File: src/rtl/mplier32_seq_ctrl_if.sv
// Operand/product handshake bundle for the sequential radix-8 Booth multiplier.
interface mplier32_seq_ctrl_if #(
  parameter int WIDTH = 32,
  parameter int CNT_W = 4
);
  logic                 in_valid;
  logic                 in_ready;
  logic                 op_signed;
  logic [WIDTH-1:0]     mplier;
  logic [WIDTH-1:0]     mcand;
  logic                 out_valid;
  logic                 out_ready;
  logic [2*WIDTH-1:0]   product;
  logic                 busy;
  logic [CNT_W-1:0]     group_idx;

  modport master (
    output in_valid, op_signed, mplier, mcand, out_ready,
    input  in_ready, out_valid, product, busy, group_idx
  );

  modport slave (
    input  in_valid, op_signed, mplier, mcand, out_ready,
    output in_ready, out_valid, product, busy, group_idx
  );
endinterface

File: src/rtl/mplier32_seq_ctrl.sv
// Sequential radix-8 Booth multiplier: one recoded group per cycle, MSB-first,
// accumulating into a 2*WIDTH register; exact product on a valid/ready output.
module mplier32_seq_ctrl #(
  parameter int WIDTH = 32,
  parameter int CNT_W = 4
) (
  input  logic                clk,
  input  logic                rst,
  mplier32_seq_ctrl_if.slave  io
);
  localparam int GROUPS = (WIDTH + 3) / 3;
  localparam int EW     = WIDTH + 3;
  localparam int PW     = 2 * WIDTH;

  typedef enum logic [1:0] {IDLE, RUN, DONE} state_e;

  state_e           state_q;
  logic [EW-1:0]    mcand_q, mplier_q;
  logic [PW-1:0]    acc_q, product_q;
  logic             out_valid_q, busy_q;
  logic [CNT_W-1:0] grp_q;

  logic             m_ext, c_ext;
  logic [3:0]       grp_bits;
  logic             neg;
  logic [2:0]       mag;
  logic [PW-1:0]    mc_w, pp_mag, pp, acc_d;

  assign m_ext = io.op_signed & io.mplier[WIDTH-1];
  assign c_ext = io.op_signed & io.mcand[WIDTH-1];

  // Recode the current overlapping 4-bit window into sign + magnitude 0..4.
  always_comb begin
    grp_bits = 4'(mplier_q >> (3 * grp_q));
    neg      = grp_bits[3];
    mag      = 3'd0;
    case (grp_bits)
      4'd0, 4'd15:  mag = 3'd0;
      4'd1, 4'd2:   mag = 3'd1;
      4'd3, 4'd4:   mag = 3'd2;
      4'd5, 4'd6:   mag = 3'd3;
      4'd7:         mag = 3'd4;
      4'd8:         mag = 3'd4;
      4'd9, 4'd10:  mag = 3'd3;
      4'd11, 4'd12: mag = 3'd2;
      4'd13, 4'd14: mag = 3'd1;
      default:      mag = 3'd0;
    endcase
    mc_w = {{(PW-EW){mcand_q[EW-1]}}, mcand_q};
    case (mag)
      3'd0:    pp_mag = '0;
      3'd1:    pp_mag = mc_w;
      3'd2:    pp_mag = mc_w << 1;
      3'd3:    pp_mag = (mc_w << 1) + mc_w;
      default: pp_mag = mc_w << 2;
    endcase
    pp    = neg ? -pp_mag : pp_mag;
    acc_d = (acc_q << 3) + pp;
  end

  always_ff @(posedge clk) begin
    if (rst) begin
      state_q     <= IDLE;
      mcand_q     <= '0;
      mplier_q    <= '0;
      acc_q       <= '0;
      product_q   <= '0;
      out_valid_q <= 1'b0;
      busy_q      <= 1'b0;
      grp_q       <= '0;
    end else begin
      case (state_q)
        IDLE: begin
          if (io.in_valid) begin
            mcand_q  <= {{3{c_ext}}, io.mcand};
            mplier_q <= {m_ext, m_ext, io.mplier, 1'b0};
            acc_q    <= '0;
            grp_q    <= CNT_W'(GROUPS - 1);
            busy_q   <= 1'b1;
            state_q  <= RUN;
          end
        end
        RUN: begin
          acc_q <= acc_d;
          if (grp_q == '0) begin
            product_q   <= acc_d;
            out_valid_q <= 1'b1;
            state_q     <= DONE;
          end else begin
            grp_q <= grp_q - 1'b1;
          end
        end
        DONE: begin
          if (io.out_ready) begin
            out_valid_q <= 1'b0;
            busy_q      <= 1'b0;
            state_q     <= IDLE;
          end
        end
        default: state_q <= IDLE;
      endcase
    end
  end

  // Held low through reset so nothing is accepted while the block is clearing.
  assign io.in_ready  = (state_q == IDLE) & ~rst;
  assign io.out_valid = out_valid_q;
  assign io.product   = product_q;
  assign io.busy      = busy_q;
  assign io.group_idx = grp_q;
endmodule

File: src/flat_wrapper.sv
// flat-port wrapper written by rule: the top's interface ports become plain ports
module mplier32_seq_ctrl_flat 
#(
  parameter int WIDTH = 32,
  parameter int CNT_W = 4
)
  (clk, rst, io_in_valid, io_op_signed, io_mplier, io_mcand, io_out_ready, io_in_ready, io_out_valid, io_product, io_busy, io_group_idx);
  mplier32_seq_ctrl_if #(.WIDTH(WIDTH), .CNT_W(CNT_W)) io_i ();
  input  logic clk;
  input  logic rst;
  input wire logic [$bits(io_i.in_valid)-1:0] io_in_valid;
  input wire logic [$bits(io_i.op_signed)-1:0] io_op_signed;
  input wire logic [$bits(io_i.mplier)-1:0] io_mplier;
  input wire logic [$bits(io_i.mcand)-1:0] io_mcand;
  input wire logic [$bits(io_i.out_ready)-1:0] io_out_ready;
  output wire logic [$bits(io_i.in_ready)-1:0] io_in_ready;
  output wire logic [$bits(io_i.out_valid)-1:0] io_out_valid;
  output wire logic [$bits(io_i.product)-1:0] io_product;
  output wire logic [$bits(io_i.busy)-1:0] io_busy;
  output wire logic [$bits(io_i.group_idx)-1:0] io_group_idx;
  assign io_i.in_valid = io_in_valid;
  assign io_i.op_signed = io_op_signed;
  assign io_i.mplier = io_mplier;
  assign io_i.mcand = io_mcand;
  assign io_i.out_ready = io_out_ready;
  assign io_in_ready = io_i.in_ready;
  assign io_out_valid = io_i.out_valid;
  assign io_product = io_i.product;
  assign io_busy = io_i.busy;
  assign io_group_idx = io_i.group_idx;
  mplier32_seq_ctrl #(.WIDTH(WIDTH), .CNT_W(CNT_W)) u_core (.clk(clk), .rst(rst), .io(io_i));
endmodule
File: config.mk
export PLATFORM = sky130hd
export DESIGN_NAME = mplier32_seq_ctrl_flat
export DESIGN_NICKNAME = d
export VERILOG_FILES = /design/src/rtl/mplier32_seq_ctrl_if.sv /design/src/rtl/mplier32_seq_ctrl.sv /design/src/flat_wrapper.sv
export SDC_FILE = /design/constraint.sdc
export NUM_CORES = 1
export LEC_CHECK = 0
export CORE_MARGIN = 4
export CORE_UTILIZATION = 59
export DETAILED_ROUTE_END_ITERATION = 12
export HOLD_SLACK_MARGIN = 0.03
export PLACE_DENSITY = 0.8
export SYNTH_ARGS = -nofsm -noshare
export SYNTH_HDL_FRONTEND = slang
export SYNTH_SLANG_ARGS = --single-unit
export TNS_END_PERCENT = 1
File: constraint.sdc
create_clock -name clk -period 10.4 [get_ports clk]
set_clock_uncertainty 0.1 [all_clocks]
set_input_delay 2.6 -clock clk [delete_from_list [all_inputs] [get_ports clk]]
set_output_delay 2.6 -clock clk [all_outputs]
set_load 0.01 [all_outputs]
# [Word-level counts from Yosys, hierarchy flattened]
# Memories as Yosys holds them, arrays and structs flattened.
# Index checks and enable logic that the tools add are counted.
[op_classes] n_addsub=4 n_mul=1 n_eq_ne=9 shifts=1 muxes=16 bitwise=4 n_reduce_logical=13
[ops] op="$pmux W64 S4" n=1
[ops] op="$pmux W61 S2" n=1
[ops] op="$add A64 B64 Y64" n=1
[ops] op="$mux W64" n=1
[ops] op="$neg A64 Y64" n=1
[ops] op="$mux W61" n=1
[ops] op="$add A34 B33 Y35" n=1
[ops] op="$shr A35 B6 Y4" n=1
[ops] op="$reduce_and A3 Y1" n=4
[ops] op="$mux W4" n=2
[ops] op="$pmux W4 S2" n=1
[ops] op="$eq A3 B2 Y1 const B" n=2
[ops] op="$mul A2 B4 Y6 const A" n=1
[ops] op="$mux W2" n=3
[ops] op="$ne A2 B2 Y1 const B" n=3
[ops] op="$pmux W2 S3" n=1
[ops] op="$reduce_and A2 Y1" n=3
[ops] op="$reduce_bool A2 Y1" n=3
[ops] op="$logic_not A4 Y1" n=1
[ops] op="$pmux W1 S2" n=2
[ops] op="$sub A4 B1 Y4 const B" n=1
[ops] op="$and A1 B1 Y1" n=3
[ops] op="$eq A3 B1 Y1 const B" n=1
[ops] op="$logic_not A3 Y1" n=1
[ops] op="6 further kinds" n=8
[totals] reg_bits=199 rom_bits=48 inputBits=69 output_inout_bits=71 word_cells=57 n_memories=1
[memory_table] name="(name not given)" words=16 word_bits=3 read_ports=1 rd_ports_with_merged_regs=0 wr=0 line="mplier32_seq_ctrl.sv:37" rtl="case (grp_bits)"

# [Depth between registers and ports, before layout]
# Gate-level depths: netlist of run 1.
# An unclocked memory read counts as a cell.
[depth] depth_word=9 ltp_mapped=45 depth_no_buf=40

# [Least setup slack after synthesis of run 1]
# Ideal clock, no wire load.
[synth_path] path_type="reg2reg" startpoint="register u_core.grp_q[0], in the netlist u_core.io.group_idx[0]" endpoint="register u_core.product_q[60], in the netlist u_core.io.product[60]" setup_time_ps=70 t_arrival_ps=8862 required_ps=10230 setup_slack_ps=1368 stages_incl_launch_ff=33 path_buffers=8 period_less_slack_ps=9032 path_cell_list="dfxtp_1 buf_6 inv_2 ha_1 buf_4 buf_4 buf_1 mux4_2 mux4_2 and2_1 a21oi_1 ha_1 clkbuf_1 clkbuf_1 buf_1 clkbuf_1 mux2_2 a222oi_1 nand3_1 o31ai_1 xor2_1 ha_1 nand2_1 or4_1 o31ai_1 a31oi_1 o211a_1 o31ai_1 a41oi_1 a311oi_1 xor2_1 nand2_1 a21oi_1"
[synth_via] elab_chain_len=8 word_cells_on_any_way=13 cone_classes="add/sub: 2; mul: 1; eq/ne: 3; shift: 1; mux: 2; reduce/logical: 3; memory: 1"
[synth_lines] element="from (decl)" line="mplier32_seq_ctrl.sv:21" rtl="logic [CNT_W-1:0] grp_q;"
[synth_lines] element="from (signal assigned)" line="mplier32_seq_ctrl.sv:78" rtl="grp_q <= CNT_W'(GROUPS - 1);"
[synth_lines] element="from (signal assigned)" line="mplier32_seq_ctrl.sv:90" rtl="grp_q <= grp_q - 1'b1;"
[synth_lines] element="$mul A2 B4 Y6" line="mplier32_seq_ctrl.sv:34" rtl="grp_bits = 4'(mplier_q >> (3 * grp_q));"
[synth_lines] element="$shr A35 B6 Y4" line="mplier32_seq_ctrl.sv:34"
[synth_lines] element="$mem_v2 Z16 W3"
[synth_lines] element="$eq A3 B2 Y1 (tied with other cells)" line="mplier32_seq_ctrl.sv:50" rtl="case (mag)"
[synth_lines] element="$pmux W64 S4" line="mplier32_seq_ctrl.sv:50"
[synth_lines] element="$neg A64 Y64" line="mplier32_seq_ctrl.sv:57" rtl="pp = neg ? -pp_mag : pp_mag;"
[synth_lines] element="$mux W64" line="mplier32_seq_ctrl.sv:57"
[synth_lines] element="$add A64 B64 Y64" line="mplier32_seq_ctrl.sv:58" rtl="acc_d = (acc_q << 3) + pp;"
[synth_lines] element="to (signal assigned)" line="mplier32_seq_ctrl.sv:67" rtl="product_q <= '0;"
[synth_lines] element="to (signal assigned)" line="mplier32_seq_ctrl.sv:86" rtl="product_q <= acc_d;"
[synth_lines] element="to (decl)" line="mplier32_seq_ctrl.sv:19" rtl="logic [PW-1:0] acc_q, product_q;"
# Parallel ways exist; a longest one is shown, timed or not.
# A chain may end at the register's enable or synchronous reset.

# [Worst setup path in the final report of run 1]
# Same ends and word-level chain as after synthesis.

==> run metrics, run 1 <==
First-pass DRT Iterations 8; antenna-violating nets left 0; Top FF cell, synth dfxtp_1; Post-synth top cells nand2_1 (368), a21oi_1 (286), dfxtp_1 (199); post-route cell area 17500 um^2; Final Critical Period 9.92 ns; Post-Syn Area 15300 um^2; Leak 7.21 nW; 1st-iter DRT viols 1389; clock sinks 199; share of synthesized flip-flops with an asynchronous set or reset 0; Starting Density 0.605; All-Layer GR Usage 0.293; row count 58; largest net degree at the start of global routing 79; Vias 15232; DRC 0; Data arrival, critical path 10.18 ns; #FFs+latches synth 199; CTS tree yes; final worst setup slack 0.481 ns; Critical Path RT 10.66 ns; run status finished, final reports clean; Final nets 2266; Core Area 25300 um^2; vias in the first global route 14043; Slew @ Worst Pin 1.02 ns; most common cell in the netlist nand2_1; worst-skew pair later-pin latency 0.44 ns; total power draw 0.00360 W; dominant cells by area after synthesis dfxtp_1 (26%), a21oi_1 (9.3%), nand2_1 (9.0%); Rel. slew slack 0.323; power per cell area 206 nW/um^2; Mapped Cells 2018; root buf cell clkbuf_16; crit-path max FO 20; final WL 43500 um; Yosys top cell area share 0.260; area leader, netlist dfxtp_1; Avg Inst Size Synth 7.59 um^2; Peak Freq 0.101 GHz; max cap viols 0; CP max stage cell a222oi_1; crit start category register; count of different cell masters after synthesis 94; Placed Area 16900 um^2; via-per-instance ratio 6.27; antenna violations before repair 1; register area share after synthesis 0.260; post-route clock period utilization 0.954; hold crit path type register to register; cts hold-fix bufs 0; Post-synth EDFFs 0; Final Hold Viols 0; crit end category register; layout cells sized above 1 0.0648; Clock Pin Slew Worst Setup and Hold Paths 0.08 ns; port bufs 139; H-tree depth 4; Max Slew Vio Count 0; Num CTS Buffers 17; first-pass GRT wire length 70300 um; Syn Nets 2195; Die Width 169 um; DR WL/cell 17.9 um; kind of critical path register to register; synth warn 0; Longest Clk Path Bufs 2; Max stage delay on crit path 0.71 ns; grt total ovfl 0; Setup violations, final 0; layout overhead on the synthesized area 14.4%; RSZ-0062 raised after global routing no; Die Area 28600 um^2; routability cong. 0.958; Chip Height 169 um; Fin Setup TNS 0 ns; pre-CTS WS 0.251 ns; hpwl dp 31400 um; VDD IR max 0.153 mV; Antenna Cells 0; # IOs 140
worst max-delay path: cells and delay by family, from the launching register on:
| family | cells | cell delay (ns) |
|---|---|---|
| fa+ha+maj | 3 | 1.29 |
| xor+xnor | 2 | 0.36 |
| flops | 1 | 0.44 |
| simple gates | 9 | 2.24 |
| mux | 2 | 0.79 |
| buf+inv | 4 | 0.79 |
| compound gates | 12 | 3.82 |
where the power goes:
| part | leakage [nW] | internal (W) | switching [W] | total, W |
|---|---|---|---|---|
| Clock | 0.274 | 0.000317 | 0.000342 | 0.000659 |
| Sequential | 1.62 | 0.000838 | 0.0000706 | 0.000909 |
| Combinational | 5.32 | 0.000784 | 0.00125 | 0.00204 |
| Total | 7.21 | 0.00194 | 0.00167 | 0.00360 |
state kept, by name, summed over array words and instances (netlist names):
signal	cells
u_core.io.group_idx	4
u_core.io.product	64
u_core.acc_q	61
u_core.io.busy	1
u_core.mcand_q	33
u_core.mplier_q	33
u_core.state_q	2
u_core.io.out_valid	1
layout by cell type (no fill, tap or decap), drive strengths merged, types with 13 or more instances in the layout:
master	instances
dfxtp	199
a21oi	288
and2	14
or2	16
xnor2	68
nor2	132
nand3	92
buf	31
o21bai	13
and3	13
o211ai	14
mux2i	23
inv	48
nor2b	16
ha	105
a31oi	37
clkdlybuf4s50	138
nand2b	21
mux2	20
a211oi	17
o21ai	63
o21a	19
nand2	368
a21o	69
clkbuf	17
mux4	22
nor3	26
xor2	43
routing by layer:
metal  vias up  wire [um]  part of all wire  GRT usage
met5         -         13           0.00030          0
met2       583      20100              0.46      0.487
met4         2        968             0.022     0.0812
li1       7427          -                 -          -
met1      7139      19400              0.45      0.396
met3        81       3010             0.069     0.0476
cell families (layout without fill, tap and decap cells):
logic type / Yosys count / in the layout / synth area share
AND/OR/NAND/NOR: 737 / 737 / 0.216
flip-flops: 199 / 199 / 0.260
multiplexers: 65 / 65 / 0.0621
adder cells (fa/ha/maj): 108 / 108 / 0.0897
XOR/XNOR: 111 / 111 / 0.0640
buffers and inverters: 163 / 245 / 0.0425
AO/OA/AOI/OAI: 635 / 635 / 0.266
repair_timing:
action,in CTS,in global routing
buffers inserted,0,3
endpoints found under the setup margin,0,27
hold endpoints to repair,0,0
gates resized for setup,0,8
metrics by stage:
stage	cells	utilization	hold slack [ns]
after floorplan	2018	-	0.336
after global placement	2397	0.667	0.343
after detailed placement	2397	0.667	0.346
after CTS	2427	0.689	0.358
after global routing	2430	0.692	0.371
final	2430	0.692	0.356
layout make-up:
cell class / instances / area (um^2)
fillers: 2172 / 7810
multi-input cells: 1656 / 10800
flip-flops and latches: 199 / 3980
inverters: 46 / 173
repair buffers: 169 / 1620
clock inverters: 13 / 146
clock buffers: 17 / 425
well taps: 330 / 413
worst paths after layout:
path                                             start                     to  slack, ns  cells past startpoint
worst max register to register  u_core.io.group_idx[0]  u_core.io.product[60]       0.48                     32
worst max-delay path            u_core.io.group_idx[0]  u_core.io.product[60]       0.48                     32
worst min register to register   u_core.io.product[28]  u_core.io.product[28]       0.36                      2
worst min-delay path             u_core.io.product[28]  u_core.io.product[28]       0.36                      2
Power figures use the tool's default switching activity.
==> inputs of run 2 (changes only) <==
--- a/config.mk
+++ b/config.mk
@@ -5,11 +5,12 @@
 export SDC_FILE = /design/constraint.sdc
 export NUM_CORES = 1
 export LEC_CHECK = 0
+export CAP_MARGIN = 5
 export CORE_MARGIN = 4
-export CORE_UTILIZATION = 59
+export CORE_UTILIZATION = 40
 export DETAILED_ROUTE_END_ITERATION = 12
 export HOLD_SLACK_MARGIN = 0.03
-export PLACE_DENSITY = 0.8
+export PLACE_DENSITY = 0.57
 export SYNTH_ARGS = -nofsm -noshare
 export SYNTH_HDL_FRONTEND = slang
 export SYNTH_SLANG_ARGS = --single-unit
==> run 2 against run 1 <==
  * Setup slack improved by 0.25 ns
  * Global-route usage down 7.6 points
  * Worst hold slack got worse by 0.0012 ns
  * First-iteration DRC count fell by 27%
  * Largest cell class unchanged
==> run metrics, run 2 (synthesis results as in run 1) <==
layout overhead on the synthesized area 16.1%; crit-path max FO 17; clock sinks 199; Longest Clk Path Bufs 2; crit end category register; Antenna Cells 0; 1st-iter DRT viols 1014; final WL 45600 um; routability cong. 0.944; # IOs 140; number of fill cells 3822; First-pass DRT Iterations 8; Num CTS Buffers 17; Buf+Inv Stages, Crit Path 5; hold crit path type register to register; Chip Height 204 um; Final nets 2275; delay-heaviest family, CP compound AO/OA/AOI/OAI gates; worst-skew pair later-pin latency 0.47 ns; Critical Path RT 10.69 ns; H-tree depth 4; Final Hold Viols 0; clock share of power 0.179; Starting Density 0.406; antenna violations before repair 0; run status finished, final reports clean; first-pass GRT wire length 74400 um; Power Internal 0.00196 W; Vias 14715; post-route cell area 17800 um^2; launch point of the critical path u_core.io.group_idx[1]; DRC 0; Die Area 41500 um^2; WHS 0.355 ns; max FFs per register 64; root buf cell clkbuf_16; Clock Pin Slew Worst Setup and Hold Paths 0.07 ns; DR WL/cell 17.4 um; reg-to-reg startpoint u_core.io.group_idx[1]; CP max stage cell or4_1; Seq pwr share 0.252; total power draw 0.00361 W; commonest non-fill, non-tap cell in the layout nand2_1; Data arrival, critical path 9.96 ns; All-Layer GR Usage 0.216; vias in the first global route 14190; power per cell area 203 nW/um^2; Comb pwr share 0.569; Sw Ratio 0.458; Peak Freq 0.103 GHz; Die Width 204 um; Placed Area 17100 um^2; post-route clock period utilization 0.930; grt total ovfl 0; Setup violations, final 0; Core Area 37800 um^2; Max Slew Vio Count 0; layout cells sized above 1 0.0683; Final Critical Period 9.67 ns; hpwl dp 33500 um; Rel. slew slack 0.295; Psw 0.00165 W; most frequent cells in the layout nand2_1 (366), a21oi_1 (286), dfxtp_1 (199), clkdlybuf4s50_1 (138), nor2_1 (130); antenna-violating nets left 0; row count 71; min-delay src u_core.io.product[30]; Leak 7.24 nW; CTS tree yes; pre-CTS WS 0.361 ns; Fin Setup TNS 0 ns; final worst setup slack 0.727 ns; largest net degree at the start of global routing 92; via-per-instance ratio 5.62; VDD IR max 0.127 mV; Max stage delay on crit path 0.59 ns; port bufs 139; kind of critical path register to register; max cap viols 0; Slew @ Worst Pin 1.06 ns; Most common cell on crit path ha_1; crit start category register
==> run 2: changes by cell type in the layout (fill, tap and decap cells not counted), sizes merged <==
| cell | change |
|---|---|
| clkinvlp | +1 |
| clkbuf | +5 |
| clkinv | -7 |
| buf | +9 |
| inv | +1 |
==> run 2: power by group through the flow <==
stage,Sequential (W),Combinational [W],Clock (W)
after floorplan,0.000911,0.00148,0
after global routing,0.000920,0.00226,0.000696
after CTS,0.000909,0.00203,0.000666
after global placement,0.000925,0.00200,0
after detailed placement,0.000925,0.00202,0
final,0.000909,0.00206,0.000646
==> run 2: worst paths after layout <==
kind | endpoint | slack, ns | depth (start not counted)
max | u_core.acc_q[60] | 0.73 | 36
min | u_core.io.product[30] | 0.35 | 2
max reg2reg | u_core.acc_q[60] | 0.73 | 36
min reg2reg | u_core.io.product[30] | 0.35 | 2
==> run 2: layout make-up <==
class | instances | area [um^2] | share of cell area
Multi-Input combinational cell | 1656 | 10800 | 0.605
Clock inverter | 8 | 66.3 | 0.00373
Tap cell | 511 | 639 | 0.0360
Clock buffer | 22 | 474 | 0.0267
Inverter | 46 | 173 | 0.00971
Timing Repair Buffer | 178 | 1690 | 0.0948
Sequential cell | 199 | 3980 | 0.224
==> run 2: worst register-to-register path, delay by kind of cell, from the launching register on <==
family | cells | cell delay [ns]
compound gates | 13 | 3.34
xor+xnor | 2 | 0.36
mux | 3 | 0.91
fa+ha+maj | 4 | 1.39
simple gates | 9 | 2.24
buf+inv | 5 | 0.84
flops | 1 | 0.43
==> run 2: through the flow <==
stage	util	cells
after detailed placement	0.454	2582
final	0.471	2620
after global placement	0.454	2582
after floorplan	-	2018
after global routing	0.471	2620
after CTS	0.468	2612
==> run 2: timing repair <==
item | in CTS | in global routing
buffers inserted | 0 | 8
hold buffers | 0 | 0
gates resized for setup | 0 | 8
endpoints found under the setup margin | 0 | 28
==> run 2: layer usage <==
metal,wire [um],global-route usage,vias to the layer above,share of wire
met3,2530,0.0407,54,0.056
met1,21400,0.298,6862,0.47
met2,20900,0.353,362,0.46
met4,795,0.0516,0,0.017
li1,-,-,7437,-
met5,0,0,-,0
